==> src/rtl/regfile_pkg.sv <==
// Shared definitions for the register-file dump engine: address/data widths
// and the dump sequencer state encoding.
package regfile_pkg;

    localparam int REG_ADDR_W = 5;
    localparam int XLEN       = 32;
    localparam int NUM_REGS   = 32;

    typedef enum logic [1:0] {
        IDLE = 2'd0,
        READ = 2'd1,
        SEND = 2'd2,
        DONE = 2'd3
    } dump_state_t;

endpackage

==> src/rtl/regfile_dump.sv <==
// Streams a contiguous (wrapping) range of architectural registers out of a
// spare register-file read port as a valid/ready word stream.
module regfile_dump
    import regfile_pkg::*;
#(
    parameter int NUM_REGS = 32,
    parameter int XLEN     = 32
) (
    input  logic                  clk,
    input  logic                  rst_n,
    input  logic                  start,
    input  logic [4:0]            first_idx,
    input  logic [5:0]            count,
    output logic [4:0]            rd_addr,
    input  logic [XLEN-1:0]       rd_data,
    output logic                  out_valid,
    input  logic                  out_ready,
    output logic [XLEN-1:0]       out_data,
    output logic [4:0]            out_idx,
    output logic                  out_last,
    output logic                  busy,
    output logic                  done
);

    dump_state_t           state_q, state_d;
    logic [REG_ADDR_W-1:0] idx_q, idx_d;
    logic [5:0]            rem_q, rem_d;
    logic [XLEN-1:0]       out_data_q, out_data_d;
    logic [REG_ADDR_W-1:0] out_idx_q, out_idx_d;
    logic                  out_last_q, out_last_d;

    always_ff @(posedge clk or negedge rst_n) begin
        if (!rst_n) begin
            state_q <= IDLE;
        end else begin
            state_q <= state_d;
        end
    end

    always_ff @(posedge clk or negedge rst_n) begin
        if (!rst_n) begin
            idx_q      <= '0;
            rem_q      <= '0;
            out_data_q <= '0;
            out_idx_q  <= '0;
            out_last_q <= 1'b0;
        end else begin
            idx_q      <= idx_d;
            rem_q      <= rem_d;
            out_data_q <= out_data_d;
            out_idx_q  <= out_idx_d;
            out_last_q <= out_last_d;
        end
    end

    always_comb begin
        state_d    = state_q;
        idx_d      = idx_q;
        rem_d      = rem_q;
        out_data_d = out_data_q;
        out_idx_d  = out_idx_q;
        out_last_d = out_last_q;
        case (state_q)
            IDLE: begin
                if (start) begin
                    idx_d   = first_idx;
                    rem_d   = (count == 6'd0) ? 6'(NUM_REGS) : count;
                    state_d = READ;
                end
            end
            READ: begin
                // x0 is hard-wired zero regardless of what the port returns
                out_data_d = (idx_q == '0) ? '0 : rd_data;
                out_idx_d  = idx_q;
                out_last_d = (rem_q == 6'd1);
                state_d    = SEND;
            end
            SEND: begin
                if (out_ready) begin
                    if (rem_q > 6'd1) begin
                        idx_d   = idx_q + 1'b1;
                        rem_d   = rem_q - 6'd1;
                        state_d = READ;
                    end else begin
                        state_d = DONE;
                    end
                end
            end
            DONE: begin
                state_d = IDLE;
            end
            default: begin
                state_d = IDLE;
            end
        endcase
    end

    always_comb begin
        out_valid = (state_q == SEND);
        busy      = (state_q != IDLE);
        done      = (state_q == DONE);
        rd_addr   = (state_q == READ) ? idx_q : '0;
        out_data  = out_data_q;
        out_idx   = out_idx_q;
        out_last  = out_last_q;
    end

endmodule

==> config.mk <==
export PLATFORM = sky130hd
export DESIGN_NAME = regfile_dump
export DESIGN_NICKNAME = d
export VERILOG_FILES = /design/src/rtl/regfile_pkg.sv /design/src/rtl/regfile_dump.sv
export SDC_FILE = /design/constraint.sdc
export NUM_CORES = 1
export LEC_CHECK = 0
export CORE_AREA = 10 10 87 89
export DETAILED_ROUTE_END_ITERATION = 8
export DIE_AREA = 0 0 97 99
export MAX_ROUTING_LAYER = met4
export PLACE_DENSITY = 0.79
export SLEW_MARGIN = 30
export SYNTH_ARGS = -nofsm -noshare
export SYNTH_HDL_FRONTEND = slang
export SYNTH_SLANG_ARGS = --single-unit
==> constraint.sdc <==
create_clock -name clk -period 1.7 [get_ports clk]
set_input_delay 0.255 -clock clk [delete_from_list [all_inputs] [get_ports clk]]
set_output_delay 0.255 -clock clk [all_outputs]
set_load 0.01 [all_outputs]
==> qor.csv, run 1 <==
metric;value;unit
yosysSeqAreaShare;0.589;
crit_type;reg -> reg;
outcome;finished, violations left;
cp.required;1.93;ns
setup_viol;10;
hpwl;5.03;mm
synth.distinct_cells;30;
syn_inst;190;
route.detailed.drc;0;
cp-endpoint;rem_q[0]$_DFFE_PN0P_;
hold_viol;0;
post_drt_wl_per_cell;17.9;um
cts_sinks;51;
yosysWarnings;0;
drtIter0Drc;122;
power.total;6.54;mW
first_pass_iters;4;
setup_ws;-0.171;ns
cp-end-kind;register;
layout-drive-gt1-share;0.207;
start_util;0.370;
grt_first_pass_wirelength;10.5;mm
cts_root_buf;clkbuf_8;
p_leak;1.59;nW
syn_avg_cell_area;11.4;um2
htree_num_levels;2;
die_h;99;um
fmax;535;MHz
antenna_found_initial;0;
ff2ff_path_depth;7;
cp_max_fo;5;
synth.net_count;241;
insertion_delay;0.30;ns
final_nets;355;
tritoncts;done;
grt-ovfl-total;0;
crit_start;rem_q[1]$_DFFE_PN0P_;
start_kind;register;
core-area;5850;um2
skew;0.00515;ns
numPortBuffers;92;
r2r-start;rem_q[1]$_DFFE_PN0P_;
period_share;1.10;
synth.ff_latch_count;51;
fin_tns_setup;-1.24;ns
cts-buffers-inserted;5;
grt_max_degree;34;
drv_slew;0;
reg2reg_slack;-0.17;ns
rows;28;
ir_worst_vdd;838;uV
clkTransAtPathRegs;0.09;ns
synth_top_area_share;0.589;
diodes;0;
fin_util;0.608;
clock_path_buffers;2;
yosysTopAreaCell;dfrtp_1;
gp_congestion;0.869;
syn-cell-area;2170;um2
slew_headroom;0.700;
hold_path.class;in -> async;
syn_to_final_growth;64.2;%
critPathArrivalTime;2.10;ns
r2r-end;rem_q[0]$_DFFE_PN0P_;
grt_pass1_vias;2014;
worst_pin_slew;0.450;ns
ioPinCount;93;
vias;1956;
fill_cells;486;
cellPowerDensity;1840;nW/um2
yosys-top-cells-area;dfrtp_1, a22o_1, o21ai_0, nor2_1, a21oi_1;
ant_nets;0;
via_per_inst;5.16;
grt_setup_unrepaired;true;
maxCapViolCount;0;
period_minus_slack;1.87;ns
die_x;97;um
groute.usage.overall;0.135;
drt-total-wl;6.77;mm
die_area;9600;um2
violations;negative setup slack;
## state kept, by name, summed over array words and instances, names as in the netlist
signal,cells
out_data,32
rem_q,6
idx_q,5
out_idx,5
state_q,2
out_last,1
## power by group
part	switching, mW	internal, mW
Sequential	0.438	1.78
Combinational	1.54	1.97
Clock	0.371	0.432
## placed cells by master (no fill, tap or decap), types with 2 or more instances in the layout
| master | instances |
|---|---|
| nor2_2 | 3 |
| buf_12 | 2 |
| clkbuf_2 | 3 |
| a21oi_1 | 9 |
| o21ai_1 | 5 |
| nand3_1 | 3 |
| nand2_1 | 4 |
| and2_1 | 6 |
| a21o_1 | 5 |
| ha_1 | 2 |
| clkbuf_8 | 5 |
| nor3_1 | 5 |
| dfrtp_1 | 50 |
| o21ai_2 | 8 |
| inv_1 | 3 |
| mux2i_1 | 2 |
| clkdlybuf4s50_1 | 83 |
| dlygate4sd2_1 | 3 |
| nor2_1 | 12 |
| o21ai_0 | 2 |
| buf_4 | 18 |
| inv_2 | 2 |
| a22o_1 | 32 |
| buf_6 | 7 |
| clkdlybuf4s15_1 | 2 |
| and3_1 | 2 |
## worst max-delay path: stages, from the launching register on
cell and delay, ns:
dfrtp_1 0.37, inv_2 0.06, ha_2 0.19, or2_1 0.24, a311o_1 0.39, buf_6 0.14
or3_1 0.33, o21ai_1 0.08
## repair_timing
action,in CTS,in global routing
setup endpoints to repair,18,22
setup buffers,2,6
hold buffers,1,0
hold endpoints to repair,16,0
pin swaps,0,11
gates resized for setup,23,42
## per-stage QoR
stage               hold WS (ns)  instance area (um2)  worst slack, ns  cells
CTS                        0.445                 3440           -0.139    373
global route               0.460                 3560           -0.236    379
floorplan                -0.0406                 2170          0.00890    190
global placement           0.227                 3290          -0.0725    363
finish                     0.427                 3560           -0.171    379
detailed placement         0.228                 3290           -0.168    363
## cells in the mapped netlist (all sizes together)
master / instances
and2: 6
a2bb2oi: 1
nand2b: 2
a22o: 32
nor4: 1
nand2: 5
nor2b: 1
nor4b: 1
buf: 8
dfrtp: 51
and3: 2
o31ai: 1
a21o: 5
nor3: 5
a31oi: 1
mux2i: 2
or3: 2
nor2: 15
a21boi: 1
a311o: 1
clkbuf: 5
a211oi: 1
a21oi: 10
o22a: 1
nand3: 3
inv: 5
or2: 2
o21ai: 16
ha: 4
## cells by family (layout without fill, tap and decap cells)
logic type / Yosys count / count (layout) / share of synthesized area
flops: 51 / 51 / 0.589
simple gates: 45 / 45 / 0.110
buf+inv: 18 / 132 / 0.0358
mux: 2 / 2 / 0.00924
compound gates: 70 / 70 / 0.233
fa+ha+maj: 4 / 4 / 0.0231
## worst min path at each step
stage | endpoint | depth (start not counted) | from | slack [ns]
after detailed placement | rem_q[0]$_DFFE_PN0P_ | 1 | rst_n | 0.23
after global routing | rem_q[0]$_DFFE_PN0P_ | 2 | rst_n | 0.46
after floorplan | idx_q[0]$_DFFE_PN0P_ | 0 | rst_n | -0.04
final | rem_q[0]$_DFFE_PN0P_ | 2 | rst_n | 0.43
after CTS | rem_q[0]$_DFFE_PN0P_ | 2 | rst_n | 0.44
after global placement | rem_q[0]$_DFFE_PN0P_ | 1 | rst_n | 0.23
## layout make-up
cell class,instances,area (um2),share of cell area
well taps,75,93.8,0.0264
multi-input cells,121,905,0.254
inverters,5,18.8,0.00527
clock buffers,6,72.6,0.0204
repair buffers,120,1160,0.326
clock inverters,1,30.0,0.00844
flip-flops and latches,51,1280,0.359
## layer usage
layer / up-vias / GRT usage / share of wire
met5: - / - / 0
met4: 0 / 0.0420 / 0.018
met3: 13 / 0.0251 / 0.052
met2: 80 / 0.225 / 0.52
met1: 947 / 0.162 / 0.41
li1: 916 / - / -
Note: power is estimated with default switching activity, not from simulation.
==> run 2, diff against run 1 <==
Settings changed: CTS_CLUSTER_DIAMETER from default to 200, CTS_CLUSTER_SIZE from default to 25.
==> results of run 2 <==
Final layout, timing and power as in run 1 (identical DEF).
==> run 3, diff against run 2 <==
Settings changed: SLEW_MARGIN 30 to 20.
==> results of run 3 <==
Final layout, timing and power as in run 1 (identical DEF).
==> RTL change, RTL diff (config.mk and constraints of run 1) <==
Reset style: synchronous (`rst_n`), changed in 2 clocked blocks.
--- a/src/rtl/regfile_dump.sv
+++ b/src/rtl/regfile_dump.sv
@@ -30,5 +30,5 @@
     logic                  out_last_q, out_last_d;
 
-    always_ff @(posedge clk or negedge rst_n) begin
+    always_ff @(posedge clk) begin
         if (!rst_n) begin
             state_q <= IDLE;
@@ -38,5 +38,5 @@
     end
 
-    always_ff @(posedge clk or negedge rst_n) begin
+    always_ff @(posedge clk) begin
         if (!rst_n) begin
             idx_q      <= '0;
Behaviour: differs if rst_n is asserted again (counterexample within 4 cycles, from zero or initial values and one cycle with rst_n low); with rst_n held inactive, the same outputs for 10 cycles.
==> RTL change against run 1 <==
Count of clock-buffer cells in the layout unchanged. Largest cell class is now non-clock buffers. Worst setup slack gained 0.20 ns. Synthesized area increased by 4.1%. Non-clock buffer count rose by 1. Sequential cell count unchanged. Clock skew grew 0.0017 ns. Critical path type unchanged. Fmax rose by 12%. Cell area rose by 0.35%. Wire length up 1.4%.
Power is not compared: it rests on default switching activity, and its combinational part moved more than twofold at a synthesized area within 25%.
==> RTL change: results (changes against run 1) <==
Logic synthesis
The cell area after synthesis is 2260 um2 (+4.1%). In the post-synthesis netlist, the cell with the most instances is sky130_fd_sc_hd__dfxtp_1. The register area share after synthesis is 45.3% (-14 points).

The net count after synthesis is 296 (+23%). In the synthesized netlist, the cells that appear most often are sky130_fd_sc_hd__dfxtp_1, sky130_fd_sc_hd__nor2b_1, sky130_fd_sc_hd__a22oi_1, sky130_fd_sc_hd__nand2_1, sky130_fd_sc_hd__a21oi_1. The proportion of synthesized flip-flops having asynchronous set or reset is 0% (-100 points). The average cell area after synthesis is 9.21 um2 (-19%).

The count of different cell masters after synthesis is 40 (+33%). Sorting the synthesized cells by area gives the leading types as sky130_fd_sc_hd__dfxtp_1, sky130_fd_sc_hd__a22oi_1, sky130_fd_sc_hd__nor2b_1.

GRT
The met2 capacity usage during global routing is 23.0% (+0.51 points). The number of global-route vias before repair is 2208 (+9.6%). The routing usage on met1 is 16.0% (-0.19 points). The overall track demand over capacity in global routing is 13.6% (+0.076 points).

The met3 global-route usage was 3.42% (+0.91 points). The wire length of the first global-routing pass is 10900 um (+3.8%). The initial antenna violation count was 0 (unchanged).

The largest net degree at the start of global routing is 33 (-2.9%).

Layout
The multi-input gate count is 168 (+39%). The area occupied by multi-input gates is 1140 um2 (+26%). The share of cells above drive strength 1 was 14.2% (-6.5 points). The layout clock buffer count is 6 (unchanged). The net total in the final layout is 410 (+15%).

The number of filler instances in the final layout came to 498 (+2.5%). The clock-cell share of area is 2.87% (-0.010 points). The count of inverters not on the clock network in the layout came to 12 (+7). The data-path buffer share of cell area in the final layout is 32.5% (-0.11 points). The count of non-CTS buffers in the layout is 121 (+0.83%).

The fraction of standard cell area that is sequential is 28.8% (-7.1 points). The final design instance area without fill came to 3570 um2 (+0.35%). The flip-flop count of the largest register after layout came to 32 (unchanged).

Detailed routing
The detailed-route vias per instance is 5.27 (+2.1%). The detailed route wirelength on metal3 is 372 um (+4.8%). The routed length on met1 came to 3130 um (+12%).

The post-route DRC violation count is 0 (unchanged). The wire length per cell is 15.8 um (-11%). The total via count after detailed routing came to 2287 (+17%). The DRC violation total after the first TritonRoute iteration came to 93 (-24%).

The length of routed met2 wiring came to 3340 um (-4.6%).

Critical path
For this design, the slowest cell found on the critical path is sky130_fd_sc_hd__or4_4. The cell family contributing the most delay on the critical path is compound AO/OA/AOI/OAI gates. In this run the critical register-to-register path is launched from rem_q[3]. The peak fanout along the critical path is 7 (+2). The longest individual stage delay on the worst path is 0.58 ns (+0.19 ns).

The data arrival time of the critical path was 1.91 ns (-0.19 ns).

Worst hold path
The path class of the tightest hold or removal check is reg2reg.

Placed design
The number of placed cells counting well taps is 425 (+17%). The placed wire-length estimate after detailed placement is 5150 um (+2.3%). The worst slack after detailed placement is -0.0646 ns (+0.104 ns).

The placement-stage cell area is 3420 um2 (+4.1%). The routability-driven placement congestion ratio was 0.887 (+2.0%).

STA
The tightest slew margin relative to the limit came to 77.7% (+7.7 points). The final clock skew came to 0.00688 ns (+0.00173 ns).

Outcome
The flow ran to the end, and the final reports show no timing, DRC or antenna violations.
==> RTL change: cells by family (layout without fill, tap and decap cells) <==
logic type | Yosys count | in the layout | synth area share (%)
AND/OR/NAND/NOR | 91 | 91 | 21.9
AO/OA/AOI/OAI | 69 | 70 | 23.6
flip-flops | 51 | 51 | 45.3
buffers and inverters | 27 | 140 | 5.71
adder cells (fa/ha/maj) | 4 | 4 | 2.22
multiplexers | 3 | 3 | 1.39
==> RTL change: timing repair <==
| action | 4_1_cts | 5_1_grt |
|---|---|---|
| endpoints found under the setup margin | 10 | 8 |
| gates resized for setup | 12 | 7 |
| buffers inserted | 0 | 1 |
| endpoints found under the hold margin | 0 | 0 |
| pin swaps | 1 | 7 |
| hold buffers | 0 | 0 |
| cloned | 0 | 1 |
==> RTL change: worst paths after layout <==
path | end | slack (ns) | cells after the start
setup / recovery | rem_q[3] | 0.03 | 4
setup reg to reg | rem_q[3] | 0.03 | 4
hold reg to reg | out_idx[2] | 0.46 | 2
hold / removal | out_idx[2] | 0.46 | 2
